**src/rtl/ecc_pkg.sv**
```systemverilog
// Shared types and constants for the ECC operand loader datapath front end.
package ecc_pkg;

  typedef enum logic [1:0] {
    IDLE = 2'd0,
    LOAD = 2'd1,
    HOLD = 2'd2
  } state_t;

  localparam int OP_W_DEF    = 32;
  localparam int DIG_W_DEF   = 4;
  localparam int NUM_OPS_DEF = 5;

  localparam int OP_PX    = 0;
  localparam int OP_PY    = 1;
  localparam int OP_PRIME = 2;
  localparam int OP_A     = 3;
  localparam int OP_K     = 4;

endpackage

```
**src/rtl/digit_shift_reg.sv**
```systemverilog
// Single OP_W-bit operand register: synchronous clear, or write one DIG_W digit at a digit index.
module digit_shift_reg #(
  parameter int OP_W  = 32,
  parameter int DIG_W = 4,
  parameter int IDX_W = 4
) (
  input  logic             i_clk,
  input  logic             i_rst_n,
  input  logic             i_clr,
  input  logic             i_wr,
  input  logic [IDX_W-1:0] i_idx,
  input  logic [DIG_W-1:0] i_digit,
  output logic [OP_W-1:0]  o_q
);

  logic [OP_W-1:0] r_q;

  always_ff @(posedge i_clk or negedge i_rst_n) begin
    if (!i_rst_n) begin
      r_q <= '0;
    end else if (i_clr) begin
      r_q <= '0;
    end else if (i_wr) begin
      r_q[i_idx*DIG_W +: DIG_W] <= i_digit;
    end
  end

  assign o_q = r_q;

endmodule

```
**src/rtl/ecc_operand_loader.sv**
```systemverilog
// Digit-serial deserializer collecting NUM_OPS operands with a done/ack handshake.
// Build option: define LOADER_MSB_FIRST_EN for most-significant-digit-first arrival.
module ecc_operand_loader
  import ecc_pkg::*;
#(
  parameter int OP_W    = OP_W_DEF,
  parameter int DIG_W   = DIG_W_DEF,
  parameter int NUM_OPS = NUM_OPS_DEF,
  localparam int BEATS  = OP_W / DIG_W,
  localparam int CNT_W  = $clog2(BEATS + 1)
) (
  input  logic                     i_clk,
  input  logic                     i_rst_n,
  input  logic                     i_start,
  input  logic                     i_valid,
  input  logic [NUM_OPS*DIG_W-1:0] i_digits,
  input  logic                     i_ack,
  input  logic                     i_abort,
  output logic                     o_busy,
  output logic                     o_load_done,
  output logic [CNT_W-1:0]         o_beat_cnt,
  output logic [NUM_OPS*OP_W-1:0]  o_operands
);

  state_t           r_state;
  state_t           w_next;
  logic [CNT_W-1:0] r_cnt;
  logic [CNT_W-1:0] w_idx;
  logic             w_clr;
  logic             w_wr;

  // Abort outranks a simultaneous valid beat, so the write is masked by it.
  always_comb begin
    w_next = r_state;
    w_clr  = 1'b0;
    w_wr   = 1'b0;
    unique case (r_state)
      IDLE: begin
        if (i_start) begin
          w_clr  = 1'b1;
          w_next = LOAD;
        end
      end
      LOAD: begin
        if (i_abort) begin
          w_clr  = 1'b1;
          w_next = IDLE;
        end else if (i_valid) begin
          w_wr = 1'b1;
          if (r_cnt == CNT_W'(BEATS - 1)) w_next = HOLD;
        end
      end
      HOLD: begin
        if (i_ack) w_next = IDLE;
      end
      default: w_next = IDLE;
    endcase
  end

  always_ff @(posedge i_clk or negedge i_rst_n) begin
    if (!i_rst_n) begin
      r_state <= IDLE;
      r_cnt   <= '0;
    end else begin
      r_state <= w_next;
      if (w_clr)     r_cnt <= '0;
      else if (w_wr) r_cnt <= r_cnt + CNT_W'(1);
    end
  end

`ifdef LOADER_MSB_FIRST_EN
  assign w_idx = CNT_W'(BEATS - 1) - r_cnt;
`else
  assign w_idx = r_cnt;
`endif

  for (genvar j = 0; j < NUM_OPS; j++) begin : g_op
    digit_shift_reg #(
      .OP_W  (OP_W),
      .DIG_W (DIG_W),
      .IDX_W (CNT_W)
    ) u_reg (
      .i_clk   (i_clk),
      .i_rst_n (i_rst_n),
      .i_clr   (w_clr),
      .i_wr    (w_wr),
      .i_idx   (w_idx),
      .i_digit (i_digits[j*DIG_W +: DIG_W]),
      .o_q     (o_operands[j*OP_W +: OP_W])
    );
  end

  assign o_busy      = (r_state == LOAD);
  assign o_load_done = (r_state == HOLD);
  assign o_beat_cnt  = r_cnt;

endmodule

```
**config.mk**
```make
export PLATFORM = sky130hd
export DESIGN_NAME = ecc_operand_loader
export DESIGN_NICKNAME = d
export VERILOG_FILES = /design/src/rtl/ecc_pkg.sv /design/src/rtl/digit_shift_reg.sv /design/src/rtl/ecc_operand_loader.sv
export SDC_FILE = /design/constraint.sdc
export NUM_CORES = 1
export LEC_CHECK = 0
export CAP_MARGIN = 15
export CORE_ASPECT_RATIO = 0.5
export CORE_MARGIN = 5
export CORE_UTILIZATION = 40
export CTS_BUF_LIST = sky130_fd_sc_hd__clkbuf_8
export DETAILED_ROUTE_END_ITERATION = 10
export GPL_ROUTABILITY_DRIVEN = 1
export HOLD_SLACK_MARGIN = 0.02
export PLACE_DENSITY_LB_ADDON = 0.15
export SETUP_SLACK_MARGIN = 0.15
export SYNTH_ARGS = -nofsm -noshare
export SYNTH_HDL_FRONTEND = slang
export SYNTH_SLANG_ARGS = --single-unit
```
**constraint.sdc**
```tcl
create_clock -name i_clk -period 2.2 [get_ports i_clk]
set_input_delay 0.22 -clock i_clk [delete_from_list [all_inputs] [get_ports i_clk]]
set_output_delay 0.22 -clock i_clk [all_outputs]
set_load 0.05 [all_outputs]
```
==> metrics, run 1 <==
Avg Inst Size Synth=9.63 µm²; TritonRoute pass-1 iters=5; WL met1=10.6 mm; std cell rows=34; critical path type=register to register; cell-internal power=between 4 and 5 mW; Worst Path Max Fanout=20; worst hold path class=primary input to asynchronous set/reset pin; Worst Hold Margin=0.213 ns; Combinational Power Share=around 12%; post-synthesis sequential area ratio=about 60%; Top-Level Pins=roughly 190; top cells by count, synth=dfrtp_1, nand3_1, nand2_1; initial antenna violation count=0; f_max=506 MHz; Slew headroom=around three fifths; top_reg_cell synth=dfrtp_1; Via density=~5.2; synthesis-to-layout area growth=36.3%; status=finished, final reports clean; fraction of registers with async set/reset=100%; sw power=1.76 mW; clock buffer count from CTS=17; mapped cell area=0.00702 mm²; remaining global-route overflow=0; Iter 0 DRT Violations=456; CTS sink count=around 170; Syn Inst Count=729; # nets final=roughly 940; Final GP Congestion=0.825; DRC viols=0; post-synth top area share=59.2%; unrepaired setup endpoints after global routing=false; full die area=0.0205 mm²; pin count of the biggest net entering global routing=62; cell leakage power=3.97 nW; crit start category=register; reg2reg end=g_op[1].u_reg.o_q[24]$_DFFE_PN0P_; number of warnings issued by yosys=0; Clk pin slew, worst setup/hold paths=0.11 ns; leading area contributor after synthesis=dfrtp_1; WL/cell=between 15 and 20 µm; Top Layer Used=met4; Initial Utilization=40.5%; slew at the pin closest to its max-slew limit=between 0.5 and 0.6 ns; final setup vio count=0; FF-to-FF setup slack=0.22 ns; Worst Clk Skew=0.0217 ns; Synth Area in XOR/XNOR=0.624%; clock root cell=clkbuf_8; CP Capture Type=register; vias in the first global route=5704; ANT nets after route=0; Clock power frac=35.9%; Worst IR Drop VDD=around 0.34 mV; slowest stage delay, CP=0.52 ns; crit path DAT=2.33 ns; Final min period=between 1.5 and 2 ns; count of flip-flops with a built-in enable after synthesis=0; Synth Area in Simple Gates=between 20% and 30%; Area contributors post-synth=dfrtp_1, nand3_1, o21ai_1; Synth Area in Compound Gates=12.0%; syn_nets=760; Die Ht=between 100 and 150 µm; layout cells sized above 1=~8.3%; post-synthesis mux area share=0.143%; CP Cell Sequence=nor3_2 -> ha_2 -> and3b_1 -> o2111a_2 -> nand2_1 -> o21ai_1; FF+latch count, synth=between 150 and 200; Clock Latency Late Sink=0.45 ns; clk buf depth=2; antenna diode count=0; worst setup path end=g_op[1].u_reg.o_q[24]$_DFFE_PN0P_; period utilization=89.8%; count leader, synth=dfrtp_1; die width=197 µm; R2R depth=6; largest family of logic cells by synthesized area=simple AND/OR/NAND/NOR gates; setup_tns=0 ns; critical path data required time=2.55 ns; Core Region=0.0173 mm²; metal2 WL=9.78 mm; GR Util All Layers=21.0%; Port Buffers=191; CP startpoint=o_beat_cnt[0]$_DFFE_PN0P_; max-cap violations=0; final hold vios=0; CTS H-tree depth=4; Vias=6005; Post-Route WL=approximately 22 mm; CTS tree=yes; slowest CP cell=o2111a_2; Seq pwr share=51.9%; switch share=29.4%; PwrDens=625 mW/mm²; first-pass GRT wire length=~34 mm; distinct cell type count after synthesis=35; Synth Area in Adders=0.891%; met3 WL=~1.4 mm; DP HPWL=14.9 mm; reg-to-reg startpoint=o_beat_cnt[0]$_DFFE_PN0P_; Final Max Tran Viols=0
==> cells by family (layout without fill, tap and decap cells) <==
logic type / Yosys count / in the layout
xor+xnor: 5 / 5
fa+ha+maj: 5 / 5
simple gates: 319 / 320
buf+inv: 68 / 255
compound gates: 165 / 166
flops: 166 / 166
mux: 1 / 1
==> repair_timing <==
action / CTS / global route
cloned: 1 / 1
gates resized for setup: 6 / 3
endpoints found under the hold margin: 111 / 0
setup buffers: 0 / 0
hold buffers: 1 / 0
endpoints found under the setup margin: 25 / 42
pin swaps: 0 / 1
==> layout make-up <==
type                    instances  area, µm²
fillers                      1617       7740
flip-flops and latches        166       4160
multi-input cells             497       2500
repair buffers                220       2230
well taps                     234        293
clock buffers                  17        234
clock inverters                14        144
inverters                       4       17.5
==> state kept, by name, summed over array words and instances, names as in the netlist <==
register        flops
g_op.u_reg.o_q    160
o_beat_cnt          4
r_state             2
==> critical path: cells and delay by family (launching register included) <==
| kind | cells | cell delay, ns |
|---|---|---|
| AO/OA/AOI/OAI | 2 | 0.62 |
| flip-flops | 1 | 0.44 |
| AND/OR/NAND/NOR | 3 | 0.57 |
| adder cells (fa/ha/maj) | 1 | 0.26 |
==> layer usage <==
metal / up-vias / GRT usage (%)
li1: 2858 / -
met1: 2951 / 32.2
met2: 187 / 30.4
met3: 9 / 5.16
met4: 0 / 3.71
met5: - / 0
==> placed cells by master, fill, tap and decap left out, types with 3 or more instances in the layout <==
| master | Yosys | routed |
|---|---|---|
| and2_4 | 0 | 3 |
| buf_12 | 0 | 8 |
| buf_4 | 1 | 20 |
| clkbuf_8 | 0 | 17 |
| clkdlybuf4s50_1 | 0 | 185 |
| dfrtp_1 | 166 | 164 |
| dlygate4sd2_1 | 0 | 5 |
| ha_1 | 5 | 3 |
| inv_1 | 4 | 4 |
| inv_6 | 0 | 4 |
| inv_8 | 0 | 4 |
| nand2_1 | 135 | 135 |
| nand2b_1 | 3 | 3 |
| nand3_1 | 144 | 144 |
| nand4_1 | 7 | 7 |
| nor2_1 | 12 | 12 |
| nor2b_1 | 3 | 3 |
| o21ai_0 | 41 | 10 |
| o21ai_1 | 119 | 149 |
| xnor2_1 | 3 | 3 |
==> metrics by stage <==
step           instances  setup slack [ns]  util [%]  power (mW)  area, µm²
3_5_place_dp        1118            0.0462      52.9        3.90       9160
4_1_cts             1151             0.205      55.2        6.04       9560
3_3_place_gp        1118             0.154      52.9        3.89       9160
5_1_grt             1152             0.158      55.3        6.23       9570
2_1_floorplan        729            0.0782         -        3.62       7140
6_report            1152             0.224      55.3        5.98       9570
==> power groups by stage <==
stage	clock [mW]	sequential (mW)	combinational (mW)
floorplan	0	3.27	0.348
global placement	0	3.17	0.725
detailed placement	0	3.17	0.733
CTS	2.20	3.11	0.734
global route	2.33	3.11	0.789
finish	2.15	3.11	0.732
==> how the worst min path moves through the flow <==
stage / cells after the start / end / from
after floorplan: 0 / g_op[0].u_reg.o_q[0]$_DFFE_PN0P_ / i_rst_n
after global placement: 1 / g_op[0].u_reg.o_q[25]$_DFFE_PN0P_ / i_rst_n
after detailed placement: 1 / g_op[0].u_reg.o_q[27]$_DFFE_PN0P_ / i_rst_n
after CTS: 2 / g_op[0].u_reg.o_q[27]$_DFFE_PN0P_ / i_rst_n
after global routing: 2 / g_op[0].u_reg.o_q[27]$_DFFE_PN0P_ / i_rst_n
final: 2 / g_op[0].u_reg.o_q[27]$_DFFE_PN0P_ / i_rst_n
(Power assumes the default switching activity.)
==> run 2, diff against run 1 <==
--- a/config.mk
+++ b/config.mk
@@ -5,7 +5,7 @@
 export SDC_FILE = /design/constraint.sdc
 export NUM_CORES = 1
 export LEC_CHECK = 0
-export CAP_MARGIN = 15
+export CAP_MARGIN = 20
 export CORE_ASPECT_RATIO = 0.5
 export CORE_MARGIN = 5
 export CORE_UTILIZATION = 40
==> results of run 2 <==
No change in the layout: final DEF, timing and power equal those of run 1.
